## src/rtl/serial_frame_rx_pkg.sv

```systemverilog
// Shared types and framing constants for the serial frame receiver.
// SERIAL_FRAME_RX_PARITY_EN selects whether the PARITY state is used.
package serial_frame_rx_pkg;

    typedef enum logic [1:0] {
        IDLE   = 2'd0,
        DATA   = 2'd1,
        PARITY = 2'd2,
        STOP   = 2'd3
    } state_t;

    localparam logic START_BIT = 1'b0;
    localparam logic STOP_BIT  = 1'b1;

endpackage

```

## src/rtl/serial_rx_out_buf.sv

```systemverilog
// One-entry valid/ready holding register for received words.
// A load into a full buffer that is not being drained raises a one-cycle overrun pulse.
module serial_rx_out_buf #(
    parameter int N = 8
) (
    input  logic         clk,
    input  logic         reset_n,
    input  logic         load,
    input  logic [N-1:0] data,
    input  logic         ready,
    output logic [N-1:0] p_out,
    output logic         valid,
    output logic         overrun
);

    logic [N-1:0] data_reg;
    logic         valid_reg;
    logic         overrun_reg;

    always_ff @(posedge clk or negedge reset_n) begin
        if (!reset_n) begin
            data_reg    <= '0;
            valid_reg   <= 1'b0;
            overrun_reg <= 1'b0;
        end else begin
            overrun_reg <= 1'b0;
            if (load && valid_reg && !ready) begin
                // Full and not draining: keep the old word, drop the new one.
                overrun_reg <= 1'b1;
            end else if (load) begin
                data_reg  <= data;
                valid_reg <= 1'b1;
            end else if (valid_reg && ready) begin
                valid_reg <= 1'b0;
            end
        end
    end

    assign p_out   = data_reg;
    assign valid   = valid_reg;
    assign overrun = overrun_reg;

endmodule

```

## src/rtl/serial_frame_rx.sv

```systemverilog
// LSB-first serial frame receiver: start, N data bits, optional even parity, stop.
// Define SERIAL_FRAME_RX_PARITY_EN to expect a parity bit before the stop bit.
module serial_frame_rx
    import serial_frame_rx_pkg::*;
#(
    parameter int N = 8
) (
    input  logic         clk,
    input  logic         reset_n,
    input  logic         s_in,
    input  logic         bit_en,
    output logic [N-1:0] p_out,
    output logic         valid,
    input  logic         ready,
    output logic         frame_err,
    output logic         parity_err,
    output logic         overrun
);

    localparam int CW = $clog2(N + 1);
    localparam logic [CW-1:0] LAST_BIT = CW'(N - 1);

    state_t        state_reg;
    logic [CW-1:0] count_reg;
    logic [N-1:0]  shift_reg;
    logic          frame_err_reg;
    logic          par_fail;
    logic          load;

`ifdef SERIAL_FRAME_RX_PARITY_EN
    logic          par_fail_reg;
    logic          parity_err_reg;
    assign par_fail   = par_fail_reg;
    assign parity_err = parity_err_reg;
`else
    assign par_fail   = 1'b0;
    assign parity_err = 1'b0;
`endif

    assign load = (state_reg == STOP) && bit_en && (s_in == STOP_BIT) && !par_fail;

    always_ff @(posedge clk or negedge reset_n) begin
        if (!reset_n) begin
            state_reg      <= IDLE;
            count_reg      <= '0;
            shift_reg      <= '0;
            frame_err_reg  <= 1'b0;
`ifdef SERIAL_FRAME_RX_PARITY_EN
            par_fail_reg   <= 1'b0;
            parity_err_reg <= 1'b0;
`endif
        end else begin
            frame_err_reg  <= 1'b0;
`ifdef SERIAL_FRAME_RX_PARITY_EN
            parity_err_reg <= 1'b0;
`endif
            if (bit_en) begin
                case (state_reg)
                    IDLE: begin
                        if (s_in == START_BIT) begin
                            state_reg    <= DATA;
                            count_reg    <= '0;
`ifdef SERIAL_FRAME_RX_PARITY_EN
                            par_fail_reg <= 1'b0;
`endif
                        end
                    end
                    DATA: begin
                        shift_reg <= {s_in, shift_reg[N-1:1]};
                        count_reg <= count_reg + 1'b1;
                        if (count_reg == LAST_BIT) begin
`ifdef SERIAL_FRAME_RX_PARITY_EN
                            state_reg <= PARITY;
`else
                            state_reg <= STOP;
`endif
                        end
                    end
`ifdef SERIAL_FRAME_RX_PARITY_EN
                    PARITY: begin
                        if (s_in != ^shift_reg)
                            par_fail_reg <= 1'b1;
                        state_reg <= STOP;
                    end
`endif
                    STOP: begin
                        // A bad stop bit masks any parity failure.
                        if (s_in != STOP_BIT)
                            frame_err_reg <= 1'b1;
`ifdef SERIAL_FRAME_RX_PARITY_EN
                        else if (par_fail_reg)
                            parity_err_reg <= 1'b1;
`endif
                        state_reg <= IDLE;
                    end
                    default: state_reg <= IDLE;
                endcase
            end
        end
    end

    assign frame_err = frame_err_reg;

    serial_rx_out_buf #(.N(N)) u_out_buf (
        .clk     (clk),
        .reset_n (reset_n),
        .load    (load),
        .data    (shift_reg),
        .ready   (ready),
        .p_out   (p_out),
        .valid   (valid),
        .overrun (overrun)
    );

endmodule
```

## config.mk

```make
export PLATFORM = sky130hd
export DESIGN_NAME = serial_frame_rx
export DESIGN_NICKNAME = d
export VERILOG_FILES = /design/src/rtl/serial_frame_rx_pkg.sv /design/src/rtl/serial_rx_out_buf.sv /design/src/rtl/serial_frame_rx.sv
export SDC_FILE = /design/constraint.sdc
export NUM_CORES = 1
export LEC_CHECK = 0
export CORE_ASPECT_RATIO = 1.25
export CORE_MARGIN = 1.5
export CORE_UTILIZATION = 50
export CTS_CLUSTER_SIZE = 16
export DETAILED_ROUTE_END_ITERATION = 8
export HOLD_SLACK_MARGIN = 0.03
export PLACE_DENSITY = 0.75
export SKIP_LAST_GASP = 1
export SLEW_MARGIN = 20
export SYNTH_ARGS = -nofsm -noshare
export SYNTH_HDL_FRONTEND = slang
export SYNTH_SLANG_ARGS = --single-unit
```

## constraint.sdc

```tcl
create_clock -name clk -period 3.6 [get_ports clk]
set_clock_uncertainty 0.1 [all_clocks]
set_input_delay 0.72 -clock clk [delete_from_list [all_inputs] [get_ports clk]]
set_output_delay 0.72 -clock clk [all_outputs]
set_load 0.05 [all_outputs]
```

== After elaboration in Yosys (flattened, before gate mapping) ==
Index checks and enable logic that the tools add are counted.
Word-level totals
  register bits: 25
  input port bits: 5
  word-level logic and storage cells: 39
Operators by class
  add/sub/neg operators: 1
  equal/unequal tests: 5
  multiplexer cells: 11
  bitwise operators: 1
  reduce and logical (&&, ||, !) cells: 14
Operators with widths (number)
  $pmux W4 S2: 1
  $mux W1: 6
  $reduce_and A2 Y1: 3
  $reduce_and A3 Y1: 2
  $logic_and A1 B1 Y1: 5
  $add A4 B1 Y4 const B: 1
  $eq A4 B3 Y1 const B: 1
  $mux W2: 2
  $mux W4: 1
  $ne A2 B2 Y1 const B: 2
  $pmux W2 S2: 1
  $reduce_bool A2 Y1: 2
  $eq A2 B1 Y1 const B: 1
  $eq A2 B2 Y1 const B: 1
  $logic_not A2 Y1: 1
  $logic_not A1 Y1: 1
  $not A1 Y1: 1

== Longest topological paths before layout ==
  word-level depth: 7
  gate-level depth with buffers: 5
  mapped depth without buffers: 4

== Modules after synthesis ==
A second synthesis with hierarchy kept.
Second synthesis, totals
  cell total of the unflattened synthesis: 77
  area, all modules: 1078.5 sq um
Modules (own cells, without submodules)
  serial_frame_rx: times used 1, cells each 54, area an instance 671.9 sq um, sequential area each 375.4 sq um
  serial_rx_out_buf: times used 1, cells each 23, area an instance 406.6 sq um, sequential area each 250.2 sq um

== Least setup slack after synthesis ==
No wires, ideal clock.
  path type: input port to flip-flop
  start point: in bit_en
  end point: reg u_out_buf.data_reg[0] (netlist: u_out_buf.p_out[0])
  setup time: 0.125 ns
  arrival time: 1.582 ns
  slack: 1.793 ns
  stages on the path: 5
  cell sequence: buf_2 > nand4_2 > nor2b_2 > buf_6 > mux2_4
On the way
  word-level cells in the longest chain between the ends: 6
Ends and longest elaborated chain
  from (decl): line serial_frame_rx.sv:11  | input logic bit_en,
  $logic_and A1 B1 Y1 (*) (2 in a row): line serial_frame_rx.sv:40  | assign load = (state_reg == STOP) && bit_en && (s_in == STOP_BIT) && !par_fail;
  $logic_and A1 B1 Y1 (2 in a row): line serial_rx_out_buf.sv:27  | if (load && valid_reg && !ready) begin
  $not A1 Y1 (no source line)
  $reduce_and A2 Y1 (no source line) (*)
  to (signal assigned): line serial_rx_out_buf.sv:31  | data_reg <= data;
  to (decl): line serial_rx_out_buf.sv:16  | logic [N-1:0] data_reg;
Every way passes the cells marked *; elsewhere a longest branch is shown, timed or not.
A chain may end at the register's enable or synchronous reset.

== Final worst setup path ==
  start point: reg u_out_buf.data_reg[6] (netlist: u_out_buf.p_out[6])
  end point: out p_out[6]
RTL lines
  to (decl): line serial_frame_rx.sv:12  | output logic [N-1:0] p_out,
No word-level cell between the ends.

==> impl_results.md <==
* Status: finished clean
* Combinational Power Share at 37.5%
* WL/cell at 13.8 µm
* Worst hold margin at 283 ps
* Seq pwr share at 49.4%
* Core Box Area at 1980 µm²
* CTS root buffer: clkbuf_4
* Number of diodes at 0
* CTS sink count at 25
* Clock network power share at 13.1%
* Worst hold path class: in2async
* Final Power at 0.895 mW
* CTS buffer count at 3
* Highest clock rate at 432 MHz
* Fraction of layout cells with a size suffix above 1 at 26.7%
* Critical path buffers and inverters at 1
* Largest net degree at the start of global routing at 26
* Commonest non-fill, non-tap cell in the layout: dfrtp_1
* CTS H-tree lvls at 1
* Slew Limit Fails at 0
* Cell Rows at 18
* Critical Path Stages at 1
* Final Wtd Congestion at 0.680
* Maximum VDD drop at 0.394 mV
* Residual DRC count at 0
* Initial DRT Pass Iterations at 2
* Endpoint class of the critical path: primary output
* Type of origin of the critical path: flop
* Global-route wire length before repair at 2430 µm
* Unrepaired setup endpoints after global routing: false
* Syn Inst Count at 75
* CP cell instances: clkdlybuf4s50_1
* Port Buffer Count at 15
* Post-synthesis cell area at 1060 µm²
* Total track usage at 14.0%
* Worst-path clk slew at 130 ps
* Yosys top cell area share at 59.0%
* P_int at 0.581 mW
* Max stage delay on crit path at 810 ps
* Die Ht at 54.5 µm
* Most frequent cells in the layout: 25 x dfrtp_1, 14 x clkdlybuf4s50_1, 8 x mux2_2, 8 x mux2_4, 4 x inv_1
* Initial core utilization at 53.5%
* Detailed Place HPWL at 1120 µm
* Power density cells at 731 nW/µm²
* Die area at 2410 µm²
* Post-cts sizing count at 0
* Netlist cell types at 25
* Switching power at 0.313 mW
* Final Critical Period at 2310 ps
* Final hold viol count at 0
* Worst Max-Slew Pin Slew at 540 ps
* Die Width at 44.2 µm
* Seq cells post-synth at 25
* Overflow after GRT at 0
* Syn avg cell area at 14.1 µm²
* DRT Wirelength at 1510 µm
* Area grow syn2layout at 15.6%
* Hold_buf cts at 0
* DRT antenna net count at 0
* CTS max path bufs at 2
* Worst Path Max Fanout at 2
* Data arrival, critical path at 1490 ps
* Final Cycle Share at 64.3%
* Leak at 0.556 nW
* CTS tree: yes
* Iteration-0 DRC Markers at 7
* Top delay family on crit path: buffers and inverters
* Clock Latency Late Sink at 300 ps
* Initial antenna violation count at 0
* Crit-path slowest cell: clkdlybuf4s50_1
* WP data required at 2780 ps
* Max Cap Viol at 0
* Via density at 5.51
* Nets at 97
* Setup Fix Bufs, Post-CTS at 0
* Yosys warns at 0
* Synth area leader: dfrtp_1
* Leading cell types by total area after synthesis: dfrtp_1 59%, mux2_4 11%, mux2_2 8.5%, nand4bb_1 2.1%, buf_4 1.4%
* Sequential area share after synthesis at 59.0%
* Syn_nets at 81
* Switching Fraction at 35.0%
* Setup CP Type: reg2out
* Setup TNS at 0 ps
* Vias in the first global route at 547
* Reg2reg path depth at 3
* Setup Viol. Count Final at 0
* Slew margin rel. at 63.8%
* I/O pin total at 17
* Via count at 606
==> cell type report <==
type                       count  area, µm²
clock buffer                   4       26.3
tap                           20       25.0
fill                         163        757
timing repair buffer          15        145
multi-input combinational     42        388
inverter                       4       15.0
sequential                    25        626
==> worst reg2reg max path: cells and delay by family (launching register included) <==
family	cells	cell delay [ps]
muxes	1	340
and+or+nand+nor	2	640
DFF	1	500
==> per-stage QoR <==
step                instance area (µm²)  utilization (%)  setup WS (ps)  instances
floorplan                          1060                -           1790         75
finish                             1220             61.8           1290        110
global placement                   1200             60.7           1030        106
global route                       1220             61.8           1230        110
CTS                                1230             62.1           1270        110
detailed placement                 1200             60.7            987        106
==> Yosys cell counts <==
master      n
dfrtp_1    25
mux2_2      8
mux2_4      8
inv_1       4
nand2_1     3
nor2_1      3
a21oi_1     2
buf_4       2
nand3_1     2
nand4bb_1   2
o21ai_0     2
a211o_1     1
a22o_1      1
a22o_2      1
and3_2      1
buf_2       1
buf_6       1
conb_1      1
ha_1        1
nand2b_1    1
nand3b_1    1
nand4_2     1
nor2b_2     1
o211ai_1    1
o32ai_1     1
==> cell families after synthesis <==
kind of cell / after synthesis / synth area share [%]
other: 1 / 0.354
DFF: 25 / 59.0
and+or+nand+nor: 15 / 9.21
buffers and inverters: 8 / 4.37
AOI/OAI and AO/OA: 9 / 6.02
muxes: 16 / 19.8
adders and majority gates: 1 / 1.18
==> final timing paths <==
check	start	end	slack [ps]
setup reg to reg	state_reg[0]	u_out_buf.p_out[0]	1920
hold / removal	reset_n	shift_reg[3]	280
hold reg to reg	shift_reg[0]	u_out_buf.p_out[0]	420
max in group asynchronous	reset_n	shift_reg[2]	2760
min in group clk	shift_reg[0]	u_out_buf.p_out[0]	420
setup / recovery	u_out_buf.p_out[6]	p_out[6]	1290
==> layer usage <==
metal | GRT usage (%) | vias up | routed length [µm]
met4 | 6.06 | 0 | 13
met2 | 23.0 | 7 | 734
li1 | - | 292 | -
met3 | 2.31 | 2 | 43
met1 | 18.4 | 305 | 721
met5 | 0 | - | 0
==> power by group through the flow <==
stage               Clock [mW]  Sequential, mW  Combinational, mW
finish                   0.117           0.442              0.335
global route             0.134           0.456              0.360
detailed placement           0           0.450              0.339
floorplan                    0           0.525              0.166
global placement             0           0.444              0.332
CTS                      0.120           0.444              0.339
No activity file was read; power rests on OpenSTA's default activity.
